===== config.mk =====
export PLATFORM = sky130hd
export DESIGN_NAME = rv32_fetch
export DESIGN_NICKNAME = d
export VERILOG_FILES = /design/src/rtl/rv32_pkg.sv /design/src/rtl/rv32_fetch_hold.sv /design/src/rtl/rv32_fetch.sv
export SDC_FILE = /design/constraint.sdc
export NUM_CORES = 1
export LEC_CHECK = 0
export CAP_MARGIN = 20
export CORE_AREA = 2 2 134 136
export DETAILED_ROUTE_END_ITERATION = 10
export DIE_AREA = 0 0 136 138
export DONT_BUFFER_PORTS = 1
export PLACE_DENSITY = 0.67
export SETUP_SLACK_MARGIN = 0.1
export SLEW_MARGIN = 30
export SYNTH_ARGS = -nofsm -noshare
export SYNTH_HDL_FRONTEND = slang
export SYNTH_SLANG_ARGS = --single-unit

===== constraint.sdc =====
create_clock -name clk -period 3.9 [get_ports clk]
set_input_delay 0.39 -clock clk [delete_from_list [all_inputs] [get_ports clk]]
set_output_delay 0.39 -clock clk [all_outputs]
set_load 0.05 [all_outputs]

===== src/rtl/rv32_pkg.sv =====
// Shared definitions for the rv32 pipeline: fetch FSM states and common constants.
package rv32_pkg;

  typedef enum logic {
    FETCH_RUN,
    FETCH_DRAIN
  } rv32_fetch_state_t;

  localparam logic [31:0] RV32_NOP                  = 32'h0000_0013;
  localparam logic [31:0] RV32_RESET_VECTOR_DEFAULT = 32'h0000_0000;

  // Word-aligns a byte address by forcing the two low bits to zero.
  function automatic logic [31:0] rv32_word_align(input logic [31:0] addr);
    return {addr[31:2], 2'b00};
  endfunction

endpackage


===== src/rtl/rv32_fetch_hold.sv =====
// One-entry {pc, instr} holding register. It catches an instruction that returns
// from the bus while the fetch stage is stalled. clear wins over load.
module rv32_fetch_hold
  import rv32_pkg::*;
(
  input  logic        clk,
  input  logic        reset,
  input  logic        load,
  input  logic        clear,
  input  logic [31:0] load_pc,
  input  logic [31:0] load_instr,
  output logic        valid,
  output logic [31:0] pc,
  output logic [31:0] instr
);

  // Occupancy flag: only this bit needs a defined value after reset.
  always_ff @(posedge clk or posedge reset) begin
    if (reset) begin
      valid <= 1'b0;
    end else if (clear) begin
      valid <= 1'b0;
    end else if (load) begin
      valid <= 1'b1;
    end
  end

  // Payload capture.
  // NOTE: the payload is deliberately left unreset; it is never consumed while
  // valid is low, so resetting it would only add reset fan-out.
  always_ff @(posedge clk) begin
    if (load && !clear) begin
      pc    <= load_pc;
      instr <= load_instr;
    end
  end

endmodule


===== src/rtl/rv32_fetch.sv =====
// Instruction fetch stage. Owns the PC, runs a valid/ready read on the
// instruction bus and presents {pc, instr, valid} to the fetch/decode register.
// Honours stall/flush from the hazard unit and branch redirects from mem.
module rv32_fetch
  import rv32_pkg::*;
#(
  parameter logic [31:0] RESET_VECTOR = RV32_RESET_VECTOR_DEFAULT
) (
  input  logic        clk,
  input  logic        reset,
  input  logic        stall_in,
  input  logic        flush_in,
  input  logic        branch_taken_in,
  input  logic [31:0] branch_pc_in,
  output logic [31:0] instr_address_out,
  output logic        instr_read_out,
  input  logic        instr_ready_in,
  input  logic [31:0] instr_read_value_in,
  output logic [31:0] pc_out,
  output logic [31:0] instr_out,
  output logic        valid_out
);

  rv32_fetch_state_t state, state_d;

  logic [31:0] pc_q, pc_d;
  logic [31:0] redirect_pc_q, redirect_pc_d;
  logic [31:0] pc_out_d, instr_out_d;
  logic        valid_out_d;

  logic        hold_valid_q;
  logic [31:0] hold_pc_q;
  logic [31:0] hold_instr_q;
  logic        hold_load, hold_clear;

  logic        handshake;
  logic [31:0] branch_target;
  logic [31:0] pc_plus4;

  // The low bits of the redirect target are discarded by word alignment.
  logic unused_branch_lsbs;
  assign unused_branch_lsbs = ^branch_pc_in[1:0];

  // Bus request: always reading unless a stalled instruction is parked in hold.
  // A pending request cannot be withdrawn because pc_q and state only move on
  // a handshake or a redirect that goes through DRAIN.
  assign instr_address_out = pc_q;
  assign instr_read_out    = (state == FETCH_DRAIN) || !hold_valid_q;
  assign handshake         = instr_read_out && instr_ready_in;
  assign branch_target     = rv32_word_align(branch_pc_in);
  assign pc_plus4          = pc_q + 32'd4;  // wraps silently at the top of memory

  rv32_fetch_hold u_hold (
    .clk        (clk),
    .reset      (reset),
    .load       (hold_load),
    .clear      (hold_clear),
    .load_pc    (pc_q),
    .load_instr (instr_read_value_in),
    .valid      (hold_valid_q),
    .pc         (hold_pc_q),
    .instr      (hold_instr_q)
  );

  // Next-state decision for PC, FSM, redirect target, outputs and hold buffer.
  always_comb begin
    // NOTE: every signal gets a default before the decision tree so that no
    // path leaves one unassigned, which would infer a latch.
    state_d       = state;
    pc_d          = pc_q;
    redirect_pc_d = redirect_pc_q;
    pc_out_d      = pc_out;
    instr_out_d   = instr_out;
    valid_out_d   = valid_out;
    hold_load     = 1'b0;
    hold_clear    = 1'b0;

    case (state)
      FETCH_RUN: begin
        if (branch_taken_in) begin
          // Redirect beats stall and flush; anything in flight or parked is dropped.
          valid_out_d = 1'b0;
          hold_clear  = 1'b1;
          if (instr_read_out && !instr_ready_in) begin
            redirect_pc_d = branch_target;
            state_d       = FETCH_DRAIN;
          end else begin
            pc_d = branch_target;
          end
        end else if (handshake && !stall_in) begin
          // A handshake in RUN implies the hold buffer is empty.
          pc_out_d    = pc_q;
          instr_out_d = instr_read_value_in;
          valid_out_d = !flush_in;
          pc_d        = pc_plus4;
        end else if (handshake) begin
          // Data arrived during a stall: park it and keep the outputs.
          hold_load = 1'b1;
          pc_d      = pc_plus4;
        end else if (hold_valid_q && !stall_in) begin
          pc_out_d    = hold_pc_q;
          instr_out_d = hold_instr_q;
          valid_out_d = !flush_in;
          hold_clear  = 1'b1;
        end else if (!stall_in) begin
          valid_out_d = 1'b0;
        end
      end

      FETCH_DRAIN: begin
        // Retire the orphaned access at the old address, then jump.
        valid_out_d = 1'b0;
        if (branch_taken_in) begin
          redirect_pc_d = branch_target;
        end
        if (handshake) begin
          pc_d    = branch_taken_in ? branch_target : redirect_pc_q;
          state_d = FETCH_RUN;
        end
      end
    endcase
  end

  // State, PC and registered outputs.
  always_ff @(posedge clk or posedge reset) begin
    // NOTE: sequential state uses non-blocking assignments so every register
    // samples the pre-edge values regardless of statement order.
    if (reset) begin
      state         <= FETCH_RUN;
      pc_q          <= RESET_VECTOR;
      redirect_pc_q <= RESET_VECTOR;
      pc_out        <= 32'h0000_0000;
      instr_out     <= RV32_NOP;
      valid_out     <= 1'b0;
    end else begin
      state         <= state_d;
      pc_q          <= pc_d;
      redirect_pc_q <= redirect_pc_d;
      pc_out        <= pc_out_d;
      instr_out     <= instr_out_d;
      valid_out     <= valid_out_d;
    end
  end

endmodule


==> Word level (Yosys, flattened, before mapping) <==
Cells that the tools add are included.
{ "word_totals": {"input_bits": 70, "regBits": 195, "out_inout_bits": 98} }
{ "classes": {"n_eq_ne": 8, "n_addsub": 1, "bitwise_logic": 2, "n_reduce_logical": 17, "mux": 37} }
{ "op_table": {"columns": ["cell", "n"], "rows": [
  ["2-to-1 mux 32 bit", 14],
  ["one-hot mux 32 bit (2 select lines)", 2],
  ["adder 32 x 3 -> 32 bit (second input constant)", 1],
  ["2-to-1 mux 1 bit", 19],
  ["inequality test 4 bit (second input constant)", 2],
  ["logical AND 1 bit", 5],
  ["zero test 1 bit", 5],
  ["inequality test 5 bit (second input constant)", 1],
  ["inequality test 2 x 1 -> 1 bit (second input constant)", 2],
  ["inequality test 2 bit (second input constant)", 2],
  ["one-hot mux 1 bit (2 select lines)", 2],
  ["AND reduction 2 bit", 2],
  ["AND reduction 4 bit", 1],
  ["nonzero test 2 bit", 2],
  ["inequality test 3 bit (second input constant)", 1],
  ["AND reduction 3 bit", 1],
  ["NOT 1 bit", 2],
  ["logical OR 1 bit", 1]
]} }

==> Logic depth before layout (Yosys ltp) <==
Gate-level depths: netlist of run 1.
{ "logic_depth": {"ltp_word": 9, "mapped_depth": 8, "mapped_depth_nobuf": 6} }

==> Modules after synthesis <==
From an unflattened synthesis of run 1, not the netlist that was laid out.
{ "hier_totals": {"hier_cells": 771, "hier_area_um2": 8652.0} }
{ "modules_own_cells": {"columns": ["mod", "n_inst", "seq_area_each_um2", "cells_each", "area_per_inst_um2"], "rows": [
  ["rv32_fetch", 1, 3256.9, 703, 6685.2],
  ["rv32_fetch_hold", 1, 1946.9, 68, 1966.9]
]} }

==> Worst setup path after synthesis of run 1 <==
No wires, ideal clock.
{ "synth_path": {"path_type": "register -> register", "startpoint": "reg u_hold.valid", "endpoint": "reg u_hold.instr[0], enable pin", "required_time_ns": 3.413, "arrival_time_ns": 4.014, "n_path_buf": 1, "synth_period_minus_slack_ns": 4.501, "stages_incl_launch_ff": 5, "path_slack_ns": -0.601, "cell_sequence": "dfrtp_1 nand2b_1 clkbuf_1 nand3_1 nor2_1"} }
{ "synth_via": {"elab_chain_cells": 9, "elab_cells_between_ends": 16, "cone_classes": "9 x mux; 7 x reduce/logical"} }
{ "synth_rtl": {"columns": ["element", "line_no", "rtl"], "rows": [
  ["from (decl)", "rv32_fetch_hold.sv:12", "output logic valid,"],
  ["from (signal assigned)", "rv32_fetch_hold.sv:20", "valid <= 1'b0;"],
  ["from (signal assigned)", "rv32_fetch_hold.sv:22", "valid <= 1'b0;"],
  ["from (signal assigned)", "rv32_fetch_hold.sv:24", "valid <= 1'b1;"],
  ["zero test 1 bit *", "rv32_fetch.sv:48", "assign instr_read_out = (state == FETCH_DRAIN) || !hold_valid_q;"],
  ["logical OR 1 bit *", "rv32_fetch.sv:48", null],
  ["via instr_read_out", "rv32_fetch.sv:16", "output logic instr_read_out,"],
  ["logical AND 1 bit *", "rv32_fetch.sv:49", "assign handshake = instr_read_out && instr_ready_in;"],
  ["2-to-1 mux 1 bit or logical AND 1 bit (tied branches)", "rv32_fetch.sv:96, rv32_fetch.sv:90", null],
  ["2-to-1 mux 1 bit", "rv32_fetch.sv:90", "end else if (handshake && !stall_in) begin"],
  ["2-to-1 mux 1 bit", "rv32_fetch.sv:80", "if (branch_taken_in) begin"],
  ["2-to-1 mux 1 bit", "rv32_fetch.sv:78", "case (state)"],
  ["zero test 1 bit", "rv32_fetch_hold.sv:32", "if (load && !clear) begin"],
  ["logical AND 1 bit *", "rv32_fetch_hold.sv:32", null],
  ["to (signal assigned)", "rv32_fetch_hold.sv:34", "instr <= load_instr;"],
  ["to (decl)", "rv32_fetch_hold.sv:14", "output logic [31:0] instr"]
]} }
Mark *: on every way through the listed nets, which the timed path passes. The rest lies on a longest branch.
A chain may end at the register's enable or synchronous reset.

==> Worst setup path in the final report of run 1 <==
{ "layout_path": {"startpoint": "reg state", "endpoint": "reg u_hold.pc[14], enable pin"} }
{ "layout_via": {"elab_chain_cells": 8, "elab_cells_between_ends": 13, "cone_classes": "8 x mux; 5 x reduce/logical"} }
{ "layout_rtl": {"columns": ["element", "line_no", "rtl"], "rows": [
  ["from (decl)", "rv32_fetch.sv:24", "rv32_fetch_state_t state, state_d;"],
  ["from (signal assigned)", "rv32_fetch.sv:136", "state <= state_d;"],
  ["logical OR 1 bit", "rv32_fetch.sv:48", null],
  ["logical AND 1 bit", "rv32_fetch.sv:49", null],
  ["2-to-1 mux 1 bit or logical AND 1 bit (tied branches)", "rv32_fetch.sv:96, rv32_fetch.sv:90", null],
  ["2-to-1 mux 1 bit", "rv32_fetch.sv:90", null],
  ["2-to-1 mux 1 bit", "rv32_fetch.sv:80", null],
  ["2-to-1 mux 1 bit", "rv32_fetch.sv:78", null],
  ["zero test 1 bit", "rv32_fetch_hold.sv:32", null],
  ["logical AND 1 bit *", "rv32_fetch_hold.sv:32", null],
  ["to (signal assigned)", "rv32_fetch_hold.sv:33", "pc <= load_pc;"],
  ["to (decl)", "rv32_fetch_hold.sv:13", "output logic [31:0] pc,"]
]} }
Every way passes the cells marked *; elsewhere a longest branch is shown, timed or not.

==> flow_summary.ini, run 1 <==
[synth]
synth_edf_count = 64
ys_seq_area_frac = 0.609
post_synth_main_area_contributors = sky130_fd_sc_hd__dfrtp_1 37%, sky130_fd_sc_hd__edfxtp_1 22%, sky130_fd_sc_hd__mux2i_1 7.8%
synth_largest_area_cell = sky130_fd_sc_hd__dfrtp_1
synth.yosys.warnings = 0
synth_commonest_cells = 128 x sky130_fd_sc_hd__dfrtp_1, 94 x sky130_fd_sc_hd__nor2_1, 81 x sky130_fd_sc_hd__a21oi_1, 67 x sky130_fd_sc_hd__mux2i_1, 64 x sky130_fd_sc_hd__edfxtp_1
avg_inst_size_synth_sq_um = 11.5
postSynth.asyncResetShare = 0.672
syn-instance-count = 745
post_synthesis_net_count = 816
synth.ff_latch_count = 195
synth.cell_area_sq_um = 8540
post_synth_num_cell_types = 53
ys.flop_type = sky130_fd_sc_hd__dfrtp_1
synth.top_cell.area_share = 0.375
synth.most_common_cell = sky130_fd_sc_hd__dfrtp_1

[sta]
min_period_ns = 2.75
final.setup.worst_slack_ns = 1.15
finalHoldViolCount = 0
timing.max_slew.rel_slack = 0.465
setup_tns_ns = 0
fmax_mhz = 364
timing.clock.skew_ns = 0.00973
fin_worst_hold_slack_ns = 0.0236
final_max_slew_viol_count = 0
final_min_period_over_clock_period = 0.705
worstMarginPinSlew_ns = 0.803
grt_setup_unrepaired = no
setup_viol_count_final = 0

[critical_path]
startpoint_type = register
worstPathArrival_ns = 2.83
crit_required_ns = 3.98
worst-path-max-fanout = 28
end_kind = register
crit_type = register to register

[detailed_routing]
routed_via_density = 5.86
detail_route.wirelength_microns = 19400
detail_route.first_pass.iterations = 8
drt_iter0_drc = 490
via_count = 5697
avgRoutedWirePerCell_microns = 20.0
drt.antenna.violating_nets = 0
detail_route.drc_violations = 0

[pwr]
power.leakage_uw = 0.00388
max-vdd-ir-drop_mv = 0.339
pwr_density_cell_nw_per_um2 = 652

[finish]
seqCellArea_sq_um = 5200
finish.utilization = 0.533
num_antenna_cells = 0
nets = 802
n_fill_cell = 1533
layout-area-overhead-vs-synth_pct = 9.42
multi_input_area_sq_um = 3140
count_of_non_filler_cells_in_the_finished_layout = 973
layout_cell_share_with_drive_strength_beyond_1 = 0.124

[hold_path]
worst_hold_path_type = input pin to register

[place]
post-place-ws_ns = 1.14
port_buffers = 0
post_placement_cell_count = 941
place_congestion = 0.820
detailed_place_hpwl_microns = 13400

[global_route]
grt_antenna_before_repair = 0
overall_fraction_of_global_route_tracks_in_use = 0.207
grt_max_degree = 132
wire_length_of_the_first_global_routing_pass_microns = 30500
global_route.overflow_total = 0
grt_pass1_vias = 5548

[clocking]
clk_root_buffer_cell = sky130_fd_sc_hd__clkbuf_16
htree_num_levels = 4
tritoncts = built
worstSkewPairLatency_ns = 0.42
clock_tree.buffer_depth = 2
cts_buffers = 17
cts_hold_repair.buffers = 0
cts.clk_slew.worst_paths_ns = 0.07
cts_post_setup_buffers_inserted = 0
cts.sinks = 195
cts-resized-gates = 0

[floorplanning]
coreArea_sq_um = 17500
initial_core_util = 0.487
fp.dieW_microns = 136
total_i_o_pin_count = 168
design.die.area_sq_um = 18800
placement_rows = 49
floorplan.die.height_microns = 138

[outcome]
status = finished, final reports clean

[job]
max_cap_viol_count = 0
## critical path, cell delays in order, from the launching register on
cell and delay [ns]:
sky130_fd_sc_hd__dfrtp_1 0.77, sky130_fd_sc_hd__nand2b_1 0.19, sky130_fd_sc_hd__buf_4 0.25, sky130_fd_sc_hd__nand3_1 0.28, sky130_fd_sc_hd__nor2_4 0.47, sky130_fd_sc_hd__buf_4 0.44
## cell type report
type | count | share of cell area
flip-flops and latches | 195 | 0.557
clock inverters | 12 | 0.0114
clock buffers | 20 | 0.0467
inverters | 7 | 0.00321
repair buffers | 16 | 0.0155
well taps | 229 | 0.0306
multi-input cells | 494 | 0.336
## placed cells by master, fill, tap and decap left out, drive strengths merged, types with 8 or more instances in the layout
cell type	count
a21oi	81
buf	16
nand3	14
dfrtp	128
nor3	8
and3	15
nor2	95
nand2	52
a31oi	10
inv	9
edfxtp	64
clkbuf	20
mux2i	67
o21ai	58
nand4	9
mux2	31
## cells by family (layout without fill, tap and decap cells)
kind of cell,count (synthesis),count (layout),share of synthesized area
multiplexers,98,98,0.119
flip-flops,195,195,0.609
AO/OA/AOI/OAI,186,186,0.126
adder cells (fa/ha/maj),1,1,0.00146
buffers and inverters,56,55,0.0278
AND/OR/NAND/NOR,209,209,0.117
## where the power goes
group	internal, uW	switching, uW
combinational	326	442
sequential	2470	1240
clock	882	729
total	3680	2410
## metal layers
metal,vias up,GRT usage,share of wire
li1,2686,-,-
met1,2754,0.285,0.44
met2,233,0.312,0.45
met3,24,0.0671,0.090
met4,0,0.0680,0.017
met5,-,0,0
## metrics by stage
step	total power (uW)	instance area (sq um)
floorplan	4240	8550
global placement	4470	8810
detailed placement	4530	8810
CTS	6150	9350
global route	6370	9350
finish	6100	9350
## state kept, by name, summed over array words and instances, names as in the netlist
register,count
valid_out,1
u_hold.pc,32
redirect_pc_q,32
instr_address_out,32
u_hold.instr,32
state,1
instr_out,32
u_hold.valid,1
pc_out,32
## path summary, 6_finish.rpt
check | startpoint | to | slack (ns) | cells past startpoint
max | state$_DFF_PP0_ | u_hold.pc[14]$_DFFE_PP_ | 1.15 | 5
min | instr_ready_in | state$_DFF_PP0_ | 0.02 | 1
max reg2reg | state$_DFF_PP0_ | u_hold.pc[14]$_DFFE_PP_ | 1.15 | 5
min reg2reg | redirect_pc_q[1]$_DFFE_PP0P_ | redirect_pc_q[1]$_DFFE_PP0P_ | 0.50 | 2
max in group asynchronous | reset | redirect_pc_q[27]$_DFFE_PP0P_ | 3.33 | 2
min in group asynchronous | reset | instr_out[30]$_DFFE_PP0P_ | 0.04 | 2
Note: power is estimated with default switching activity, not from simulation.
==> inputs of run 2 (changes only) <==
- PLACE_DENSITY: 0.67 -> not set
- clock period: 3.9 -> 2.79 ns (I/O delays scaled with it)
==> run 2 against run 1 <==
Effect of this change: via count increased by 7.9%; global-route usage rose by 2.1 points; register-to-register slack lost 0.50 ns; largest cell class unchanged.
==> flow_summary.ini, run 2 (synthesized netlist as in run 1, its figures left out) <==
[outcome]
status = finished, final reports clean

[clocking]
cts_hold_repair.buffers = 66
worstSkewPairLatency_ns = 0.43
cts-resized-gates = 0
tritoncts = built
cts.sinks = 195
cts_post_setup_buffers_inserted = 0
clock_tree.buffer_depth = 2
cts.clk_slew.worst_paths_ns = 0.07
clk_root_buffer_cell = sky130_fd_sc_hd__clkbuf_16
cts_buffers = 17
htree_num_levels = 4

[floorplanning]
initial_core_util = 0.487
placement_rows = 49
floorplan.die.height_microns = 138
coreArea_sq_um = 17500
design.die.area_sq_um = 18800
total_i_o_pin_count = 168
fp.dieW_microns = 136

[finish]
layout-area-overhead-vs-synth_pct = 20.3
layout_cell_share_with_drive_strength_beyond_1 = 0.141
final_cell_mix = 128 x sky130_fd_sc_hd__dfrtp_1, 93 x sky130_fd_sc_hd__nor2_1, 81 x sky130_fd_sc_hd__a21oi_1
num_antenna_cells = 0
final_common_cell = sky130_fd_sc_hd__dfrtp_1
nets = 896
n_fill_cell = 1476

[pwr]
pwr_density_cell_nw_per_um2 = 861
max-vdd-ir-drop_mv = 0.496
switching_share = 0.391
power_frac_comb = 0.193
power_switching_uw = 3460
clkPwrFrac = 0.267
power.internal_uw = 5390
seq_power_share = 0.540
p_total_uw = 8850
power.leakage_uw = 0.00432

[critical_path]
timing.critical_path.slowest_cell_delay_ns = 0.60
worst-path-max-fanout = 37
startpoint_type = register
critical_path.reg2reg.startpoint = state$_DFF_PP0_
crit_required_ns = 3.16
end_kind = register
worstPathArrival_ns = 2.52
critPathSlowestCell = sky130_fd_sc_hd__dlygate4sd3_1
crit_start = state$_DFF_PP0_
cp_most_frequent_cell = sky130_fd_sc_hd__buf_4
critical_path.cell_chain = buf_4 > inv_2 > nand2_1 > buf_4 > o41ai_1 > dlygate4sd3_1
crit_type = register to register

[place]
detailed_place_hpwl_microns = 13900
place_congestion = 0.881
port_buffers = 0

[sta]
final_max_slew_viol_count = 0
timing.max_slew.rel_slack = 0.532
grt_setup_unrepaired = no
timing.clock.skew_ns = 0.00984
fmax_mhz = 466
setup_viol_count_final = 0
setup_tns_ns = 0
finalHoldViolCount = 0
worstMarginPinSlew_ns = 0.701
min_period_ns = 2.14
final_min_period_over_clock_period = 0.769

[detailed_routing]
detail_route.first_pass.iterations = 5
routed_via_density = 5.76
drt.antenna.violating_nets = 0
avgRoutedWirePerCell_microns = 19.9
drt_iter0_drc = 442
via_count = 6147
detail_route.drc_violations = 0
detail_route.wirelength_microns = 21200

[global_route]
wire_length_of_the_first_global_routing_pass_microns = 33100
grt_pass1_vias = 6052
global_route.overflow_total = 0
overall_fraction_of_global_route_tracks_in_use = 0.228
grt_max_degree = 129
grt_antenna_before_repair = 0

[hold_path]
worst_hold_path_type = input pin to register
holdCritStartpoint = instr_ready_in

[job]
max_cap_viol_count = 0
[run 2: cell type report]
class,count,area (sq um),area share
Clock buffer,22,465,0.0453
Clock inverter,10,96.3,0.00937
Inverter,7,30.0,0.00292
Multi-Input combinational cell,494,3140,0.306
Sequential cell,195,5200,0.506
Tap cell,229,287,0.0279
Timing Repair Buffer,110,1060,0.103
[run 2: worst max-delay path: cells and delay by family (launching register included)]
family | cells | cell delay, ns
simple gates | 1 | 0.10
compound gates | 1 | 0.34
flops | 1 | 0.37
buf+inv | 4 | 1.26
[run 2: power groups by stage]
stage | combinational, uW | clock [uW] | sequential [uW]
finish | 1700 | 2360 | 4780
global route | 1860 | 2540 | 4840
CTS | 1710 | 2420 | 4780
detailed placement | 1630 | 0 | 4840
global placement | 1580 | 0 | 4820
floorplan | 828 | 0 | 5100
[run 2: path summary, 6_finish.rpt]
| kind | to | depth (start not counted) | slack (ns) |
|---|---|---|---|
| setup / recovery | valid_out$_DFFE_PP0P_ | 6 | 0.65 |
| hold / removal | u_hold.valid$_DFFE_PP0P_ | 2 | 0.02 |
| setup reg to reg | valid_out$_DFFE_PP0P_ | 6 | 0.65 |
| hold reg to reg | instr_address_out[1]$_DFFE_PP0P_ | 1 | 0.49 |
| max in group asynchronous | redirect_pc_q[29]$_DFFE_PP0P_ | 3 | 1.53 |
| min in group asynchronous | instr_out[28]$_DFFE_PP0P_ | 2 | 0.35 |
[run 2: routing by layer]
| layer | vias to the layer above | GRT usage | wire, microns |
|---|---|---|---|
| li1 | 2868 | - | - |
| met1 | 3023 | 0.303 | 9040 |
| met2 | 224 | 0.360 | 10100 |
| met3 | 32 | 0.0726 | 1720 |
| met4 | 0 | 0.0652 | 326 |
| met5 | - | 0 | 0 |
[run 2: metrics by stage]
stage,area (sq um),hold WS (ns),setup WS (ns),instances,util
after global routing,10300,0.00818,0.510,1067,0.586
after global placement,9050,0.192,0.713,968,0.516
after detailed placement,9050,0.196,0.707,968,0.516
after floorplan,8560,0.378,0.346,745,-
after CTS,10300,0.000271,0.693,1066,0.586
final,10300,0.0189,0.645,1067,0.586
==> inputs of run 3 (changes only) <==
- clock period: 2.79 -> 2.1 ns (I/O delays scaled with it)
==> run 3 against run 2 <==
Effect of this change: sequential cell count is the same; sequential power grew 30%; die area is the same; worst hold slack lost 0.0063 ns; first-iteration DRC count grew 30%; via count grew 1.3%; worst setup slack lost 0.42 ns; largest cell class unchanged.
==> flow_summary.ini, run 3 (synthesized netlist as in run 1, its figures left out) <==
[pwr]
pwr_density_cell_nw_per_um2 = 1130
max-vdd-ir-drop_mv = 0.643
power.leakage_uw = 0.00438

[clocking]
clock_tree.buffer_depth = 2
htree_num_levels = 4
cts.sinks = 195
clk_root_buffer_cell = sky130_fd_sc_hd__clkbuf_16
worstSkewPairLatency_ns = 0.43
cts.clk_slew.worst_paths_ns = 0.07
tritoncts = built
cts_buffers = 17

[sta]
finalHoldViolCount = 0
fin_worst_hold_slack_ns = 0.0126
min_period_ns = 1.87
timing.max_slew.rel_slack = 0.515
worstMarginPinSlew_ns = 0.727
final_max_slew_viol_count = 0
fmax_mhz = 534
setup_viol_count_final = 0
setup_tns_ns = 0
final.setup.worst_slack_ns = 0.227
timing.clock.skew_ns = 0.00953
grt_setup_unrepaired = no
final_min_period_over_clock_period = 0.892

[place]
place_area_sq_um = 9200
port_buffers = 0
place_congestion = 0.863
post_placement_cell_count = 978
post-place-ws_ns = 0.195
detailed_place_hpwl_microns = 13800

[critical_path]
crit_start = state$_DFF_PP0_
worst_r2r_endpoint = redirect_pc_q[14]$_DFFE_PP0P_
crit_required_ns = 2.41
worst-path-max-fanout = 20
critical_path.reg2reg.startpoint = state$_DFF_PP0_
end_kind = register
worstPathArrival_ns = 2.19
worst-r2r-setup-slack_ns = 0.23
crit_type = register to register
reg2reg_depth = 6
startpoint_type = register

[global_route]
wire_length_of_the_first_global_routing_pass_microns = 32600
grt_pass1_vias = 6059
overall_fraction_of_global_route_tracks_in_use = 0.221
grt_antenna_before_repair = 0
grt_max_degree = 132
global_route.overflow_total = 0

[detailed_routing]
detail_route.first_pass.iterations = 5
detail_route.wirelength_microns = 21000
detail_route.drc_violations = 0
routed_via_density = 5.77
via_count = 6224
drt.antenna.violating_nets = 0
drt_iter0_drc = 573
avgRoutedWirePerCell_microns = 19.5

[hold_path]
hold_path_depth = 2
holdCritStartpoint = instr_read_value_in[19]
min_delay_worst_endpoint = instr_out[19]$_DFFE_PP0P_
worst_hold_path_type = input pin to register

[finish]
layout_cell_share_with_drive_strength_beyond_1 = 0.174
num_antenna_cells = 0
count_of_non_filler_cells_in_the_finished_layout = 1079
layout.cell_area.non_filler_sq_um = 10500
nets = 908
layout-area-overhead-vs-synth_pct = 23.0
final_common_cell = sky130_fd_sc_hd__dfrtp_1
final_cell_mix = 114 x sky130_fd_sc_hd__dfrtp_1, 92 x sky130_fd_sc_hd__nor2_1, 81 x sky130_fd_sc_hd__a21oi_1

[floorplanning]
floorplan.die.height_microns = 138
fp.dieW_microns = 136
total_i_o_pin_count = 168
initial_core_util = 0.487
placement_rows = 49
design.die.area_sq_um = 18800
coreArea_sq_um = 17500

[outcome]
status = finished, final reports clean

[job]
max_cap_viol_count = 0
-- run 3: area by class of cell --
| type | instances | area [sq um] |
|---|---|---|
| clock buffers | 20 | 447 |
| flip-flops and latches | 195 | 5220 |
| multi-input cells | 494 | 3190 |
| well taps | 229 | 287 |
| repair buffers | 122 | 1200 |
| fillers | 1449 | 7030 |
| inverters | 7 | 30.0 |
| clock inverters | 12 | 130 |
-- run 3: worst max-delay path, stage by stage (launching register included) --
cell                      delay [ns]
sky130_fd_sc_hd__dfrtp_1        0.34
sky130_fd_sc_hd__buf_4          0.24
sky130_fd_sc_hd__inv_2          0.12
sky130_fd_sc_hd__o21a_1         0.16
sky130_fd_sc_hd__o31ai_4        0.18
sky130_fd_sc_hd__buf_4          0.32
sky130_fd_sc_hd__mux2_2         0.38
-- run 3: how the worst max path moves through the flow --
stage	depth (start not counted)	slack, ns	endpoint
CTS	5	0.17	instr_address_out[23]$_DFFE_PP0P_
global route	8	0.1	instr_out[24]$_DFFE_PP0P_
finish	6	0.23	redirect_pc_q[14]$_DFFE_PP0P_
detailed placement	5	0.20	instr_address_out[23]$_DFFE_PP0P_
floorplan	4	-0.08	u_hold.instr[0]$_DFFE_PP_
global placement	5	0.25	instr_address_out[31]$_DFFE_PP0P_
-- run 3: per-layer routing --
metal / share of wire / up-vias / track usage / wire (microns)
met4: 0.011 / 0 / 0.0576 / 230
li1: - / 2906 / - / -
met2: 0.47 / 237 / 0.346 / 9890
met5: 0 / - / 0 / 0
met1: 0.44 / 3056 / 0.300 / 9150
met3: 0.082 / 25 / 0.0697 / 1730
-- run 3: stage by stage --
step	utilization	power [uW]
floorplan	-	7910
global placement	0.525	8580
detailed placement	0.525	8670
CTS	0.597	12000
global route	0.599	12400
finish	0.599	11900
-- run 3: what timing repair did --
item | CTS | global route
setup endpoints to repair | 0 | 14
endpoints found under the hold margin | 227 | 0
setup buffers | 0 | 0
gates resized for setup | 0 | 3
hold buffers | 68 | 0
-- run 3: power by group --
part	leakage, uW	switching, uW	total (uW)	internal, uW
registers	0.00208	1610	6230	4620
clock network	0.000272	1400	3190	1790
logic	0.00203	1590	2480	885
total	0.00438	4610	11900	7290
